## config.mk

```make
export PLATFORM = sky130hd
export DESIGN_NAME = dram_result_reader
export DESIGN_NICKNAME = d
export VERILOG_FILES = /design/src/rtl/mm_pkg.sv /design/src/rtl/dram_result_reader.sv
export SDC_FILE = /design/constraint.sdc
export NUM_CORES = 1
export LEC_CHECK = 0
export CORE_MARGIN = 2
export CORE_UTILIZATION = 48
export CTS_CLUSTER_DIAMETER = 50
export DETAILED_ROUTE_END_ITERATION = 8
export DONT_BUFFER_PORTS = 1
export HOLD_SLACK_MARGIN = 0.03
export PLACE_DENSITY_LB_ADDON = 0.1
export SYNTH_ARGS = -nofsm -noshare
export SYNTH_HDL_FRONTEND = slang
export SYNTH_SLANG_ARGS = --single-unit
```

## constraint.sdc

```tcl
create_clock -name i_clk -period 2.2 [get_ports i_clk]
set_input_delay 0.22 -clock i_clk [delete_from_list [all_inputs] [get_ports i_clk]]
set_output_delay 0.22 -clock i_clk [all_outputs]
set_load 0.01 [all_outputs]
```

## src/rtl/mm_pkg.sv

```systemverilog
// Shared constants for the matrix multiplier DRAM and its result reader.
// Holds the result region geometry and the reader state encoding.
package mm_pkg;

  localparam int MM_ADDR_W = 16;
  localparam int MM_DATA_W = 8;

  localparam logic [MM_ADDR_W-1:0] RESULT_BASE_ADDR = 16'h0024;
  localparam int                   RESULT_NUM_ELEM  = 18;

  typedef enum logic [2:0] {
    RD_IDLE    = 3'd0,
    RD_WAIT_MM = 3'd1,
    RD_ISSUE   = 3'd2,
    RD_CAPTURE = 3'd3,
    RD_OUTPUT  = 3'd4,
    RD_DONE    = 3'd5
  } rd_state_t;

endpackage

```

## src/rtl/dram_result_reader.sv

```systemverilog
// Walks NUM_ELEM result bytes from BASE_ADDR once the multiplier is idle; first o_valid 3 cycles after request,
// one element per 3 cycles. Each element is held on o_data/o_last until the consumer raises i_ready.
module dram_result_reader
  import mm_pkg::*;
#(
  parameter int                ADDR_W    = MM_ADDR_W,
  parameter int                DATA_W    = MM_DATA_W,
  parameter logic [ADDR_W-1:0] BASE_ADDR = ADDR_W'(RESULT_BASE_ADDR),
  parameter int                NUM_ELEM  = RESULT_NUM_ELEM
) (
  input  logic              i_clk,
  input  logic              i_rst,
  input  logic              i_read_req,
  input  logic              i_mm_busy,
  output logic              o_dram_read,
  output logic [ADDR_W-1:0] o_dram_addr,
  input  logic [DATA_W-1:0] i_dram_data,
  output logic [DATA_W-1:0] o_data,
  output logic              o_valid,
  input  logic              i_ready,
  output logic              o_last,
  output logic              o_busy,
  output logic              o_done
);

  localparam int               CNT_W    = $clog2(NUM_ELEM + 1);
  localparam logic [CNT_W-1:0] LAST_CNT = CNT_W'(NUM_ELEM - 1);

  rd_state_t        state;
  rd_state_t        state_nxt;
  logic [CNT_W-1:0] cnt;
  logic             hsk;

  assign hsk = (state == RD_OUTPUT) && i_ready;

  // Strobes decode straight from state so an async reset clears them at once.
  assign o_dram_read = (state == RD_ISSUE);
  assign o_valid     = (state == RD_OUTPUT);
  assign o_done      = (state == RD_DONE);
  assign o_busy      = (state != RD_IDLE) && (state != RD_DONE);

  always_comb begin
    state_nxt = state;
    case (state)
      RD_IDLE:    if (i_read_req) state_nxt = RD_WAIT_MM;
      RD_WAIT_MM: if (!i_mm_busy) state_nxt = RD_ISSUE;
      RD_ISSUE:   state_nxt = RD_CAPTURE;
      RD_CAPTURE: state_nxt = RD_OUTPUT;
      RD_OUTPUT:  if (i_ready) state_nxt = o_last ? RD_DONE : RD_ISSUE;
      RD_DONE:    state_nxt = RD_IDLE;
      default:    state_nxt = RD_IDLE;
    endcase
  end

  always_ff @(posedge i_clk or posedge i_rst) begin
    if (i_rst) begin
      state       <= RD_IDLE;
      cnt         <= '0;
      o_dram_addr <= BASE_ADDR;
      o_data      <= '0;
      o_last      <= 1'b0;
    end else begin
      state <= state_nxt;
      case (state)
        RD_IDLE: begin
          if (i_read_req) begin
            cnt         <= '0;
            o_dram_addr <= BASE_ADDR;
          end
        end
        RD_CAPTURE: begin
          o_data <= i_dram_data;
          o_last <= (cnt == LAST_CNT);
        end
        RD_OUTPUT: begin
          if (hsk) begin
            o_last <= 1'b0;
            // Address wraps naturally modulo 2**ADDR_W.
            if (!o_last) begin
              cnt         <= cnt + CNT_W'(1);
              o_dram_addr <= o_dram_addr + ADDR_W'(1);
            end
          end
        end
        default: ;
      endcase
    end
  end

endmodule

```

# Word-level counts from Yosys, hierarchy flattened
# Index checks and enable logic that the tools add are counted.
# op_classes
reduce_logical,9
addsub,2
muxes,15
eq_ne,12
# op_table
cell,count
16-bit 2-to-1 mux,3
16-bit case mux with 2 select lines,1
"16-bit by 1-bit adder with 16-bit output, second input constant",1
5-bit 2-to-1 mux,3
3-bit case mux with 5 select lines,1
3-bit 2-to-1 mux,4
5-bit case mux with 2 select lines,1
"3-bit by 2-bit == test with 1-bit output, second input constant",2
"3-bit == test, second input constant",2
"2-bit != test, second input constant",3
"5-bit by 1-bit adder with 5-bit output, second input constant",1
"5-bit == test, second input constant",1
"2-bit by 1-bit != test with 1-bit output, second input constant",2
4-bit AND reduction,1
2-bit nonzero test,2
"3-bit by 1-bit == test with 1-bit output, second input constant",1
3-bit zero test,1
"3-bit != test, second input constant",1
3-bit AND reduction,1
3-bit nonzero test,1
1-bit logical AND,2
1-bit case mux with 2 select lines,1
2-bit AND reduction,1
1-bit 2-to-1 mux,1
# word_totals
input_bits,13
elab_cells,43
register_bits,33

# Longest topological paths before layout
# logic_depth
word_depth,4
mapped_depth,6

# Least setup slack after synthesis
# No wires, ideal clock.
# synth_path
kind,register to register
startpoint,register o_dram_addr[5]
endpoint,register o_dram_addr[13]
arrival_time_ps,1674
slack_ps,449
stages_incl_launch_ff,5
period_less_slack_ps,1751
cell_sequence,dfstp_2 > and4_1 > nand4_1 > or4_1 > a21oi_1
# synth_via
elab_chain_cells,4
# synth_rtl
element,line,text
from (decl),dram_result_reader.sv:16,"output logic [ADDR_W-1:0] o_dram_addr,"
from (signal assigned),dram_result_reader.sv:81,o_dram_addr <= o_dram_addr + ADDR_W'(1);
16-bit by 1-bit adder with 16-bit output,dram_result_reader.sv:81,
16-bit 2-to-1 mux,dram_result_reader.sv:79,if (!o_last) begin
16-bit 2-to-1 mux,dram_result_reader.sv:76,if (hsk) begin
16-bit case mux with 2 select lines,dram_result_reader.sv:64,case (state)
# Every way passes these cells. The select of a mux whose other input is x is not followed.
# A chain may end at the register's enable or synchronous reset.

# Worst setup path in the final report
# layout_path
startpoint,register o_dram_addr[5]
endpoint,register o_dram_addr[15]
# The elaborated chain is that of the path after synthesis.

==> impl_metrics.yaml <==
grt:
  grt_usage: 0.198
  grt-ovfl-total: 0
  antenna_found_initial: 0
  grt_max_degree: 34
  grt_pass1_wl_um: 6280
  grt_pass1_vias: 1335
place:
  hpwl_um: 2500
  place_inst: 215
  io_buffers: 0
  gp_congestion: 0.759
  place_ws_ps: 239
  dpl-instance-area_um2: 1760
setup_path:
  worstPathCellList: "and4_1, nand4_1, or4_1, a21oi_1"
  cp_max_fo: 10
  slowest_delay_ps: 630
  crit_slowest_cell: "dfstp_2"
  crit_arrival_ps: 2280
  end_kind: "flip-flop"
  worstSetupPathType: "reg -> reg"
  required_ps: 2470
  crit_path_start_kind: "flip-flop"
status:
  outcome: "finished clean"
power_and_ir_drop:
  peakVddDrop_uv: 627
  leakagePower_nw: 0.793
  p_per_area_nw_per_um2: 932
synth:
  synth_nets: 187
  synth-seq-cells: 33
  synth-async-reset-ratio: 1.00
  synth_cell_types: 38
  seq_area_frac_synth: 0.490
  yosysWarnings: 0
  syn-cell-area_um2: 1690
  synth_area_per_cell_um2: 9.89
  synth-edff-count: 0
  synth_cells: 171
  ys_dominant_reg_cell: "dfrtp_1"
timing:
  max-slew-margin-rel: 0.664
  final-setup-viol-count: 0
  slew_violations: 0
  worst_clock_skew_ps: 11.8
  worst_pin_slew_ps: 500
  hold_violations: 0
  finalCriticalPeriod_ps: 2010
  setup_tns_ps: 0
  rsz0062_at_grt: "false"
  setup_ws_ps: 185
  fmax_ghz: 0.496
  fin_crit_sh: 0.916
detailed_routing:
  viasPerCell: 5.75
  dr.pass1.iters: 4
  vias: 1339
  drt-initial-drc-count: 71
  drc_errors: 0
  ant_nets: 0
  finalWirelength_um: 3600
  wl_per_cell_um: 15.5
clock_network:
  cts_tree: "built"
  clk_pin_slew_ps: 110
  worstSkewPairLatency_ps: 350
  cts_max_level: 2
  cts_made_buffers: 5
  clockBufferDepth: 2
  clkSinkCount: 33
  clockRootBuffer: "clkbuf_4"
  cts_resized: 0
  cts_setup_buffers: 0
floorplan:
  ios: 42
  core_area_um2: 3360
  initial_core_util: 0.503
  die-area_um2: 4010
  num_rows: 21
  fp.dieW_um: 63.3
  die_h_um: 63.3
cells_and_area:
  fin_util: 0.571
  fin_cells: 233
  area_delta_synth_final_pct: 13.5
  n_antenna_cell: 0
  final_cell_area_um2: 1920
  nNetsFinal: 202
  layout-drive-gt1-share: 0.166
hold_path:
  min_path_type: "in -> reg"
run:
  cap_violations: 0
[kinds of logic (layout without fill, tap and decap cells)]
logic type | Yosys count | in the layout | synth area share
simple gates | 62 | 62 | 0.208
compound gates | 45 | 45 | 0.164
fa+ha+maj | 3 | 3 | 0.0222
flops | 33 | 33 | 0.490
xor+xnor | 5 | 5 | 0.0259
buf+inv | 15 | 31 | 0.0370
mux | 8 | 8 | 0.0533
[area by class of cell]
cell class,instances,area (um2)
Inverter,5,18.8
Sequential cell,33,828
Clock inverter,3,17.5
Timing Repair Buffer,18,160
Multi-Input combinational cell,123,800
Clock buffer,5,37.5
Fill cell,337,1440
Tap cell,46,57.6
[cells in the mapped netlist (3+ instances only)]
library cell   n  area [um2]
or4_1          5        37.5
nand3_1        7        35.0
inv_1          5        18.8
nor2_1         5        18.8
ha_1           3        37.5
o21ai_0       12        60.1
nand2_1       15        56.3
dfrtp_1       31         776
a21oi_1       15        75.1
mux2_2         8        90.1
xor2_1         3        26.3
o211ai_1       6        45.0
clkbuf_1       7        26.3
nand2b_1       5        31.3
nand4_1        3        18.8
o31ai_1        5        37.5
or3_1          7        43.8
[layout by cell type (no fill, tap or decap), types with 6 or more instances in the layout]
cell           count
or3_1              7
mux2_2             8
nand3_1            7
o211ai_1           6
dfrtp_1           31
a21oi_1           15
dlygate4sd3_1     10
nand2_1           15
o21ai_0           12
buf_4              8
[path summary, 6_finish.rpt]
| kind | end | from | slack, ps | cells after the start |
|---|---|---|---|---|
| worst min-delay path | state[1]$_DFFE_PP0P_ | i_ready | 40 | 2 |
| worst max register to register | o_dram_addr[15]$_DFFE_PP0P_ | o_dram_addr[5]$_DFFE_PP1P_ | 190 | 4 |
| worst min register to register | cnt[1]$_DFFE_PP0P_ | cnt[1]$_DFFE_PP0P_ | 560 | 2 |
| min in group asynchronous | o_last$_DFFE_PP0P_ | i_rst | 400 | 3 |
| max in group asynchronous | o_dram_addr[5]$_DFFE_PP1P_ | i_rst | 1470 | 3 |
| worst max-delay path | o_dram_addr[15]$_DFFE_PP0P_ | o_dram_addr[5]$_DFFE_PP1P_ | 190 | 4 |
[metal layers]
metal | routed length, um | up-vias | track usage
li1 | - | 655 | -
met1 | 1560 | 641 | 0.246
met2 | 1790 | 37 | 0.321
met3 | 199 | 6 | 0.0714
met4 | 55 | 0 | 0.0652
met5 | 0 | - | 0
[state kept, by name, indices dropped and copies added (netlist names)]
name,flops
o_data,8
o_last,1
cnt,5
o_dram_addr,16
state,3
[where the power goes]
part	internal (mW)	leakage, nW	switching, mW
registers	0.727	0.431	0.175
logic	0.249	0.331	0.298
clock network	0.120	0.0310	0.219
total	1.10	0.793	0.692
[worst max-delay path: cells and delay by family (launching register included)]
kind / cells / cell delay, ps
simple gates: 3 / 1160
compound gates: 1 / 160
flops: 1 / 630
[through the flow]
step | power [mW] | hold WS (ps)
global placement | 1.43 | 221
global route | 1.93 | 35.6
finish | 1.79 | 39.0
detailed placement | 1.45 | 230
CTS | 1.81 | 31.8
floorplan | 1.30 | 306
[repair_timing]
item                                    CTS  global route
endpoints found under the hold margin    40             0
endpoints found under the setup margin    0             0
hold buffers                             10             0
(Power assumes the default switching activity.)
